===== src/rtl/fmmu_multi_map.sv =====
// Logical-to-physical mapper: scans every channel for each datagram and emits one result per overlap.
// Optional per-channel direction filtering is compiled in with `define FMMU_DIR_CHECK_EN.
module fmmu_multi_map #(
  parameter int NUM_FMMU = 4,
  parameter int LADDR_W  = 32,
  parameter int PADDR_W  = 16,
  parameter int LEN_W    = 11,
  localparam int IDX_W   = (NUM_FMMU > 1) ? $clog2(NUM_FMMU) : 1
) (
  input  logic               clk,
  input  logic               RST,
  input  logic               cfg_we,
  output logic               cfg_ready,
  input  logic [IDX_W-1:0]   cfg_idx,
  input  logic               cfg_en,
  input  logic [LADDR_W-1:0] cfg_log_start,
  input  logic [LEN_W-1:0]   cfg_log_len,
  input  logic [PADDR_W-1:0] cfg_phys_start,
  input  logic [1:0]         cfg_dir,
  input  logic               req_valid,
  output logic               req_ready,
  input  logic [LADDR_W-1:0] req_addr,
  input  logic [LEN_W-1:0]   req_len,
  input  logic               req_write,
  output logic               map_valid,
  input  logic               map_ready,
  output logic [IDX_W-1:0]   map_idx,
  output logic [PADDR_W-1:0] map_phys_addr,
  output logic [LEN_W-1:0]   map_len,
  output logic [LEN_W-1:0]   map_offset,
  output logic               done
);

  typedef enum logic [1:0] {S_IDLE, S_SCAN, S_EMIT, S_DONE} state_t;

  state_t             r_state;
  logic [IDX_W-1:0]   r_ch;
  logic [LADDR_W-1:0] r_addr;
  logic [LEN_W-1:0]   r_len;
  logic               r_write;

  logic               w_en    [NUM_FMMU];
  logic [LADDR_W-1:0] w_ls    [NUM_FMMU];
  logic [LEN_W-1:0]   w_ll    [NUM_FMMU];
  logic [PADDR_W-1:0] w_ps    [NUM_FMMU];
  logic               w_cfg_wr;

  assign cfg_ready = (r_state == S_IDLE);
  assign req_ready = (r_state == S_IDLE);
  assign w_cfg_wr  = cfg_we && (r_state == S_IDLE) &&
                     ({1'b0, cfg_idx} < (IDX_W+1)'(NUM_FMMU));

`ifdef FMMU_DIR_CHECK_EN
  logic [1:0] w_dir [NUM_FMMU];
`endif

  genvar gi;
  generate
    for (gi = 0; gi < NUM_FMMU; gi++) begin : g_ch
      logic               r_en;
      logic [LADDR_W-1:0] r_ls;
      logic [LEN_W-1:0]   r_ll;
      logic [PADDR_W-1:0] r_ps;
      always_ff @(posedge clk or posedge RST) begin
        if (RST) begin
          r_en <= 1'b0;
          r_ls <= '0;
          r_ll <= '0;
          r_ps <= '0;
        end else if (w_cfg_wr && (cfg_idx == IDX_W'(gi))) begin
          r_en <= cfg_en;
          r_ls <= cfg_log_start;
          r_ll <= cfg_log_len;
          r_ps <= cfg_phys_start;
        end
      end
      assign w_en[gi] = r_en;
      assign w_ls[gi] = r_ls;
      assign w_ll[gi] = r_ll;
      assign w_ps[gi] = r_ps;
`ifdef FMMU_DIR_CHECK_EN
      logic [1:0] r_dir;
      always_ff @(posedge clk or posedge RST) begin
        if (RST)
          r_dir <= 2'b00;
        else if (w_cfg_wr && (cfg_idx == IDX_W'(gi)))
          r_dir <= cfg_dir;
      end
      assign w_dir[gi] = r_dir;
`endif
    end
  endgenerate

  logic w_dir_ok;
`ifdef FMMU_DIR_CHECK_EN
  assign w_dir_ok = r_write ? w_dir[r_ch][1] : w_dir[r_ch][0];
`else
  logic w_unused_dir;
  assign w_dir_ok     = 1'b1;
  assign w_unused_dir = ^{cfg_dir, r_write};
`endif

  // Interval ends are one bit wider than the address so a range ending at the top never wraps.
  logic [LADDR_W:0] w_req_end, w_ch_end, w_lo, w_hi, w_ovl, w_off, w_rel;
  logic             w_hit, w_last;

  assign w_req_end = {1'b0, r_addr} + (LADDR_W+1)'(r_len);
  assign w_ch_end  = {1'b0, w_ls[r_ch]} + (LADDR_W+1)'(w_ll[r_ch]);
  assign w_lo      = (r_addr > w_ls[r_ch]) ? {1'b0, r_addr} : {1'b0, w_ls[r_ch]};
  assign w_hi      = (w_req_end < w_ch_end) ? w_req_end : w_ch_end;
  assign w_hit     = w_en[r_ch] && (w_hi > w_lo) && w_dir_ok;
  assign w_ovl     = w_hi - w_lo;
  assign w_off     = w_lo - {1'b0, r_addr};
  assign w_rel     = w_lo - {1'b0, w_ls[r_ch]};
  assign w_last    = (r_ch == IDX_W'(NUM_FMMU - 1));

  always_ff @(posedge clk or posedge RST) begin
    if (RST) begin
      r_state       <= S_IDLE;
      r_ch          <= '0;
      r_addr        <= '0;
      r_len         <= '0;
      r_write       <= 1'b0;
      map_valid     <= 1'b0;
      map_idx       <= '0;
      map_phys_addr <= '0;
      map_len       <= '0;
      map_offset    <= '0;
      done          <= 1'b0;
    end else begin
      case (r_state)
        S_IDLE: begin
          if (req_valid) begin
            r_addr  <= req_addr;
            r_len   <= req_len;
            r_write <= req_write;
            r_ch    <= '0;
            r_state <= S_SCAN;
          end
        end
        S_SCAN: begin
          if (w_hit) begin
            map_valid     <= 1'b1;
            map_idx       <= r_ch;
            map_phys_addr <= w_ps[r_ch] + PADDR_W'(w_rel);
            map_len       <= LEN_W'(w_ovl);
            map_offset    <= LEN_W'(w_off);
            r_state       <= S_EMIT;
          end else if (w_last) begin
            done    <= 1'b1;
            r_state <= S_DONE;
          end else begin
            r_ch <= r_ch + IDX_W'(1);
          end
        end
        S_EMIT: begin
          if (map_ready) begin
            map_valid <= 1'b0;
            if (w_last) begin
              done    <= 1'b1;
              r_state <= S_DONE;
            end else begin
              r_ch    <= r_ch + IDX_W'(1);
              r_state <= S_SCAN;
            end
          end
        end
        S_DONE: begin
          done    <= 1'b0;
          r_state <= S_IDLE;
        end
        default: r_state <= S_IDLE;
      endcase
    end
  end

endmodule


===== config.mk =====
export PLATFORM = sky130hd
export DESIGN_NAME = fmmu_multi_map
export DESIGN_NICKNAME = d
export VERILOG_FILES = /design/src/rtl/fmmu_multi_map.sv
export SDC_FILE = /design/constraint.sdc
export NUM_CORES = 1
export LEC_CHECK = 0
export BUFFER_PORTS_ARGS = -buffer_cell sky130_fd_sc_hd__buf_2
export CAP_MARGIN = 20
export CORE_MARGIN = 8
export CORE_UTILIZATION = 50
export CTS_BUF_LIST = sky130_fd_sc_hd__clkbuf_8
export CTS_CLUSTER_DIAMETER = 60
export DETAILED_ROUTE_END_ITERATION = 10
export PLACE_DENSITY = 0.72
export SKIP_LAST_GASP = 1
export SYNTH_ARGS = -nofsm -noshare
export SYNTH_HDL_FRONTEND = slang
export SYNTH_SLANG_ARGS = --single-unit
export TNS_END_PERCENT = 30

===== constraint.sdc =====
create_clock -name clk -period 9.35 [get_ports clk]
set_input_delay 0.935 -clock clk [delete_from_list [all_inputs] [get_ports clk]]
set_output_delay 0.935 -clock clk [all_outputs]
set_load 0.1 [all_outputs]

==> results.cfg, run 1 <==
[run_status]
outcome = completed

[timing]
fmax_ghz = 0.114
grt_setup_unrepaired = false
minimum_period_implied_by_the_final_worst_setup_slack_ns = 8.76
setup_violations = 0
fin_hold_ws_ns = 0.480
final_max_slew_viol_count = 0
totalNegativeSetupSlack_ns = 0
tightestPinTransition_ns = 1.02
max_slew_margin_pct = 31.8
timing.final.hold_violations = 0
finalClockSkew_ns = 0.0360
period_share_pct = 93.7

[worst_setup_path]
cp.required_ns = 9.87
timing_worst_setup_path_type = register to register
critical_path.reg2reg.startpoint = r_ch[0]
timing.reg2reg.worst_path_depth = 30
max_stage_delay_ns = 0.69
crit_top_cell = sky130_fd_sc_hd__a211oi_1
setup.reg_to_reg.worst_slack_ns = 0.59
crit_path_top_delay_cell = sky130_fd_sc_hd__mux4_2
timing.rr.end = map_phys_addr[10]
endpoint_kind_of_the_worst_setup_timing_path = register
worst-path-max-fanout = 62
cp-start-kind = register
critical_path.top_delay_family = compound AO/OA/AOI/OAI gates
worstPathBufferInverterCount = 2
arrival_time_at_the_worst_endpoint_ns = 9.28

[routing]
post_drt_wl_per_cell_um = 20.3
drc = 0
drt-vias-per-instance = 5.73
firstDrtPassIters = 5
via_count = 14044
drtAntennaViolNets = 0
drt_iter0_drc = 900
totalWireLength_mm = 49.8

[clock_network]
hold_fix_buffers_cts = 0
cts_setup_buffers = 0
insertion_delay_to_the_later_sink_of_the_worst_skew_pair_ns = 0.65
tritoncts = built
deepest_level_of_the_cts_h_tree = 2
tritoncts.num_buffers = 55
clock_path_buffers = 3
cts_sinks = 329
cts.root.buffer_cell = sky130_fd_sc_hd__clkbuf_8
clk_pin_slew_worst_paths_ns = 0.06

[global_routing]
all_layer_gr_usage_pct = 21.2
pin_count_of_the_biggest_net_entering_global_routing = 187
grt_antenna_before_repair = 8
vias_in_the_first_global_route = 14670
gr-total-overflow = 0
grt_pass1_wl_mm = 79.4

[final_layout]
fin_area_um2 = 22700
fill_cells = 3281
proportion_of_layout_cells_with_a_drive_suffix_above_1_pct = 32.1
fin_util_pct = 57.1
num-nets-final = 2162
mostFrequentLayoutCells = sky130_fd_sc_hd__dfrtp_1, sky130_fd_sc_hd__mux2_2, sky130_fd_sc_hd__buf_2
most_common_cell_after_layout_fill_and_taps_aside = sky130_fd_sc_hd__dfrtp_1
layout-area-overhead-vs-synth_pct = 12.6

[synthesis]
synth_edf_count = 0
syn_nets = 1990
yosys.area_share.adder_pct = 11.2
yosysSeqAreaShare_pct = 40.9
synth_mux_area_share_pct = 24.5
syn_area_per_cell_um2 = 11.8
synth_top_family_by_area = multiplexers
synth_simple_gate_area_share_pct = 7.44
synth-xor-area-share_pct = 3.74
synth_seq_cells = 329
ys.warnings.count = 0
ys_async_sr_fraction_pct = 100
netlist_area_um2 = 20100
netlist-cell-type-count = 74
most_instantiated_flip_flop_cell_in_the_synthesis_netlist = sky130_fd_sc_hd__dfrtp_1
synth_compound_gate_area_share_pct = 8.71
syn_inst = 1708

[die]
initial_core_util_pct = 50.7
die_height_um = 217
io_pins = 157
die-area_um2 = 47000
coreArea_um2 = 39700
row_count = 73
die_width_um = 217

[hold_path]
worst_hold_startpoint = map_phys_addr[7]
min_delay_worst_endpoint = map_phys_addr[7]
hp-class = register to register
hold_depth = 2

[placed_design]
dpl-instance-area_um2 = 21500
port-buffer-count = 153
globalplace.congestion = 0.964
place.detailed.hpwl_mm = 37.0

[job]
max-cap-violations = 0
==> worst reg2reg max path, delay by kind of cell, from the launching register on <==
| family | cells | cell delay [ns] |
|---|---|---|
| AOI/OAI and AO/OA | 16 | 3.46 |
| muxes | 2 | 1.11 |
| adders and majority gates | 4 | 1.34 |
| buffers and inverters | 2 | 0.58 |
| and+or+nand+nor | 5 | 1.22 |
| xor gates and xnor gates | 1 | 0.26 |
| DFF | 1 | 0.66 |
==> repair_timing <==
item	CTS	global route
endpoints found under the hold margin	0	0
endpoints found under the setup margin	0	1
gates resized for setup	0	1
==> how the worst max path moves through the flow <==
stage,start,endpoint,slack (ns),cells past startpoint
after floorplan,r_ch[1],map_valid,1.08,35
after global placement,r_ch[0],map_offset[1],0.79,29
after detailed placement,r_ch[0],map_phys_addr[10],0.72,29
after CTS,r_ch[0],map_phys_addr[10],0.66,29
after global routing,r_ch[0],map_phys_addr[10],0.04,30
final,r_ch[0],map_phys_addr[10],0.59,30
==> flip-flops by register name, summed over array words and instances, names as in the netlist <==
signal         cells
done               1
g_ch.r_en          4
g_ch.r_ll         44
g_ch.r_ls        128
g_ch.r_ps         64
map_idx            2
map_len           11
map_offset        11
map_phys_addr     16
map_valid          1
r_addr            32
r_ch               2
r_len             11
r_state            2
==> through the flow <==
step           worst slack, ns  std cells
2_1_floorplan             1.08       1708
3_3_place_gp             0.787       2346
3_5_place_dp             0.723       2346
4_1_cts                  0.657       2446
5_1_grt                 0.0391       2449
6_report                 0.587       2451
==> Yosys cell counts, drive strengths merged, types with 19 or more instances <==
master | n | area, um2
a21o | 41 | 308
a21oi | 73 | 377
buf | 28 | 170
clkbuf | 36 | 135
dfrtp | 329 | 8230
fa | 19 | 380
ha | 150 | 1880
inv | 108 | 405
mux2 | 293 | 3310
mux2i | 24 | 240
mux4 | 60 | 1390
nand2 | 86 | 323
nand3 | 26 | 130
nand4 | 23 | 159
nor2 | 74 | 278
nor3 | 21 | 110
o21ai | 77 | 385
xnor2 | 59 | 517
xor2 | 27 | 236
==> logic make-up after synthesis <==
group / after synthesis
flops: 329
mux: 377
compound gates: 275
fa+ha+maj: 169
simple gates: 300
buf+inv: 172
xor+xnor: 86
==> per-layer routing <==
layer | GRT usage [%] | wire length, um | up-vias
li1 | - | - | 6601
met1 | 28.2 | 22200 | 7027
met2 | 34.6 | 23600 | 323
met3 | 4.19 | 2740 | 83
met4 | 6.63 | 1230 | 10
met5 | 0 | 61 | -
==> final cells by class <==
type / count / area [um2] / area share, %
Multi-Input combinational cell: 1207 / 11200 / 49.5
Sequential cell: 329 / 8240 / 36.3
Timing Repair Buffer: 179 / 1030 / 4.54
Clock buffer: 62 / 853 / 3.76
Tap cell: 525 / 657 / 2.90
Inverter: 108 / 409 / 1.80
Clock inverter: 38 / 270 / 1.19
Antenna cell: 3 / 7.51 / 0.0331
Power of run 1 is not shown: default switching activity piles up to over one toggle a cycle in this logic, so the estimate is an artifact.
==> inputs of run 2 (changes only) <==
--- a/config.mk
+++ b/config.mk
@@ -12,7 +12,7 @@
 export CTS_BUF_LIST = sky130_fd_sc_hd__clkbuf_8
 export CTS_CLUSTER_DIAMETER = 60
 export DETAILED_ROUTE_END_ITERATION = 10
-export PLACE_DENSITY = 0.72
+export PLACE_DENSITY = 0.69
 export SKIP_LAST_GASP = 1
 export SYNTH_ARGS = -nofsm -noshare
 export SYNTH_HDL_FRONTEND = slang
==> constraint.sdc (replaced) <==
create_clock -name clk -period 8.4 [get_ports clk]
set_input_delay 0.84 -clock clk [delete_from_list [all_inputs] [get_ports clk]]
set_output_delay 0.84 -clock clk [all_outputs]
set_load 0.1 [all_outputs]
==> results.cfg, run 2 (synthesized netlist as in run 1, its figures left out) <==
[die]
initial_core_util_pct = 50.7
die_height_um = 217
io_pins = 157
coreArea_um2 = 39700
die-area_um2 = 47000
die_width_um = 217
row_count = 73

[global_routing]
grt_antenna_before_repair = 9
all_layer_gr_usage_pct = 21.2
grt_pass1_wl_mm = 79.9
pin_count_of_the_biggest_net_entering_global_routing = 162
gr-total-overflow = 0
vias_in_the_first_global_route = 14799

[worst_setup_path]
crit_path_top_delay_cell = sky130_fd_sc_hd__mux4_2
endpoint_kind_of_the_worst_setup_timing_path = register
arrival_time_at_the_worst_endpoint_ns = 8.36
cp.required_ns = 8.91
cp-start-kind = register
timing_worst_setup_path_type = register to register
worst-path-max-fanout = 27
max_stage_delay_ns = 0.65

[timing]
grt_setup_unrepaired = false
setup_violations = 0
fmax_ghz = 0.127
timing.final.hold_violations = 0
totalNegativeSetupSlack_ns = 0
max_slew_margin_pct = 33.4
final_max_slew_viol_count = 0
tightestPinTransition_ns = 0.999
finalClockSkew_ns = 0.0574
minimum_period_implied_by_the_final_worst_setup_slack_ns = 7.86
period_share_pct = 93.5

[run_status]
outcome = completed

[hold_path]
hp-class = input pin to register

[clock_network]
cts_sinks = 329
deepest_level_of_the_cts_h_tree = 2
tritoncts.num_buffers = 56
clock_path_buffers = 3
insertion_delay_to_the_later_sink_of_the_worst_skew_pair_ns = 0.67
cts.root.buffer_cell = sky130_fd_sc_hd__clkbuf_8
tritoncts = built
hold_fix_buffers_cts = 0
clk_pin_slew_worst_paths_ns = 0.06

[routing]
drtAntennaViolNets = 0
totalWireLength_mm = 50.0
drc = 0
drt_iter0_drc = 850
firstDrtPassIters = 7
drt-vias-per-instance = 5.70
via_count = 14079
post_drt_wl_per_cell_um = 20.2

[placed_design]
dpl-instance-area_um2 = 21600
place.detailed.hpwl_mm = 37.1
port-buffer-count = 153
globalplace.congestion = 0.901

[final_layout]
most_common_cell_after_layout_fill_and_taps_aside = sky130_fd_sc_hd__dfrtp_1
proportion_of_layout_cells_with_a_drive_suffix_above_1_pct = 33.1
largest_reg_flops = 128
layout-area-overhead-vs-synth_pct = 13.9
mostFrequentLayoutCells = sky130_fd_sc_hd__dfrtp_1, sky130_fd_sc_hd__mux2_2, sky130_fd_sc_hd__buf_2
reg_top3 = g_ch.r_ls: 128 flops, g_ch.r_ps: 64 flops, g_ch.r_ll: 44 flops
fin_util_pct = 57.7
num-nets-final = 2181
fin_area_um2 = 22900
top_register = g_ch.r_ls

[job]
max-cap-violations = 0
-- run 2: changes by cell type in the layout (fill, tap and decap cells not counted), moves of 2 or more --
| cell | change |
|---|---|
| sky130_fd_sc_hd__buf_4 | +16 |
| sky130_fd_sc_hd__bufinv_16 | -3 |
| sky130_fd_sc_hd__clkbuf_8 | +14 |
| sky130_fd_sc_hd__clkinv_2 | -5 |
| sky130_fd_sc_hd__clkinvlp_4 | -2 |
-- run 2: worst paths after layout --
kind,depth (start not counted),to,slack [ns],startpoint
setup / recovery,29,map_idx[0],0.54,r_ch[0]
min in group asynchronous,3,g_ch[1].r_ps[7],0.46,RST
setup reg to reg,29,map_idx[0],0.54,r_ch[0]
hold / removal,2,r_addr[12],0.40,req_addr[12]
max in group asynchronous,5,g_ch[2].r_en,6.70,RST
hold reg to reg,1,map_phys_addr[0],0.49,map_phys_addr[0]
-- run 2: layout make-up --
type / count / area [um2]
Timing Repair Buffer: 197 / 1200
Clock inverter: 28 / 144
Antenna cell: 2 / 5.00
Sequential cell: 329 / 8240
Multi-Input combinational cell: 1207 / 11200
Tap cell: 525 / 657
Clock buffer: 76 / 1050
Fill cell: 3304 / 16800
Inverter: 108 / 409
-- run 2: critical path, delay by kind of cell, from the launching register on --
kind / cells / cell delay (ns)
flops: 1 / 0.53
fa+ha+maj: 4 / 1.29
compound gates: 11 / 2.26
xor+xnor: 1 / 0.19
buf+inv: 2 / 0.44
mux: 2 / 0.99
simple gates: 9 / 1.96
-- run 2: layer usage --
metal,global-route usage [%],vias up,share of wire [%]
met5,0,-,0.15
met4,5.84,12,2.5
met3,4.48,104,5.5
met2,35.1,311,47
met1,28.1,7022,45
li1,-,6630,-
-- run 2: through the flow --
step,worst slack (ns),hold WS (ns),std cells
CTS,0.101,0.351,2459
global route,0.0634,0.372,2471
global placement,0.289,0.473,2355
floorplan,0.133,0.470,1708
detailed placement,0.179,0.481,2355
finish,0.542,0.396,2472
-- run 2: timing repair --
action,CTS,global route
endpoints found under the setup margin,0,46
setup buffers,0,8
resized for setup,0,5
endpoints found under the hold margin,0,0
Power of run 2 is left out for the same reason.
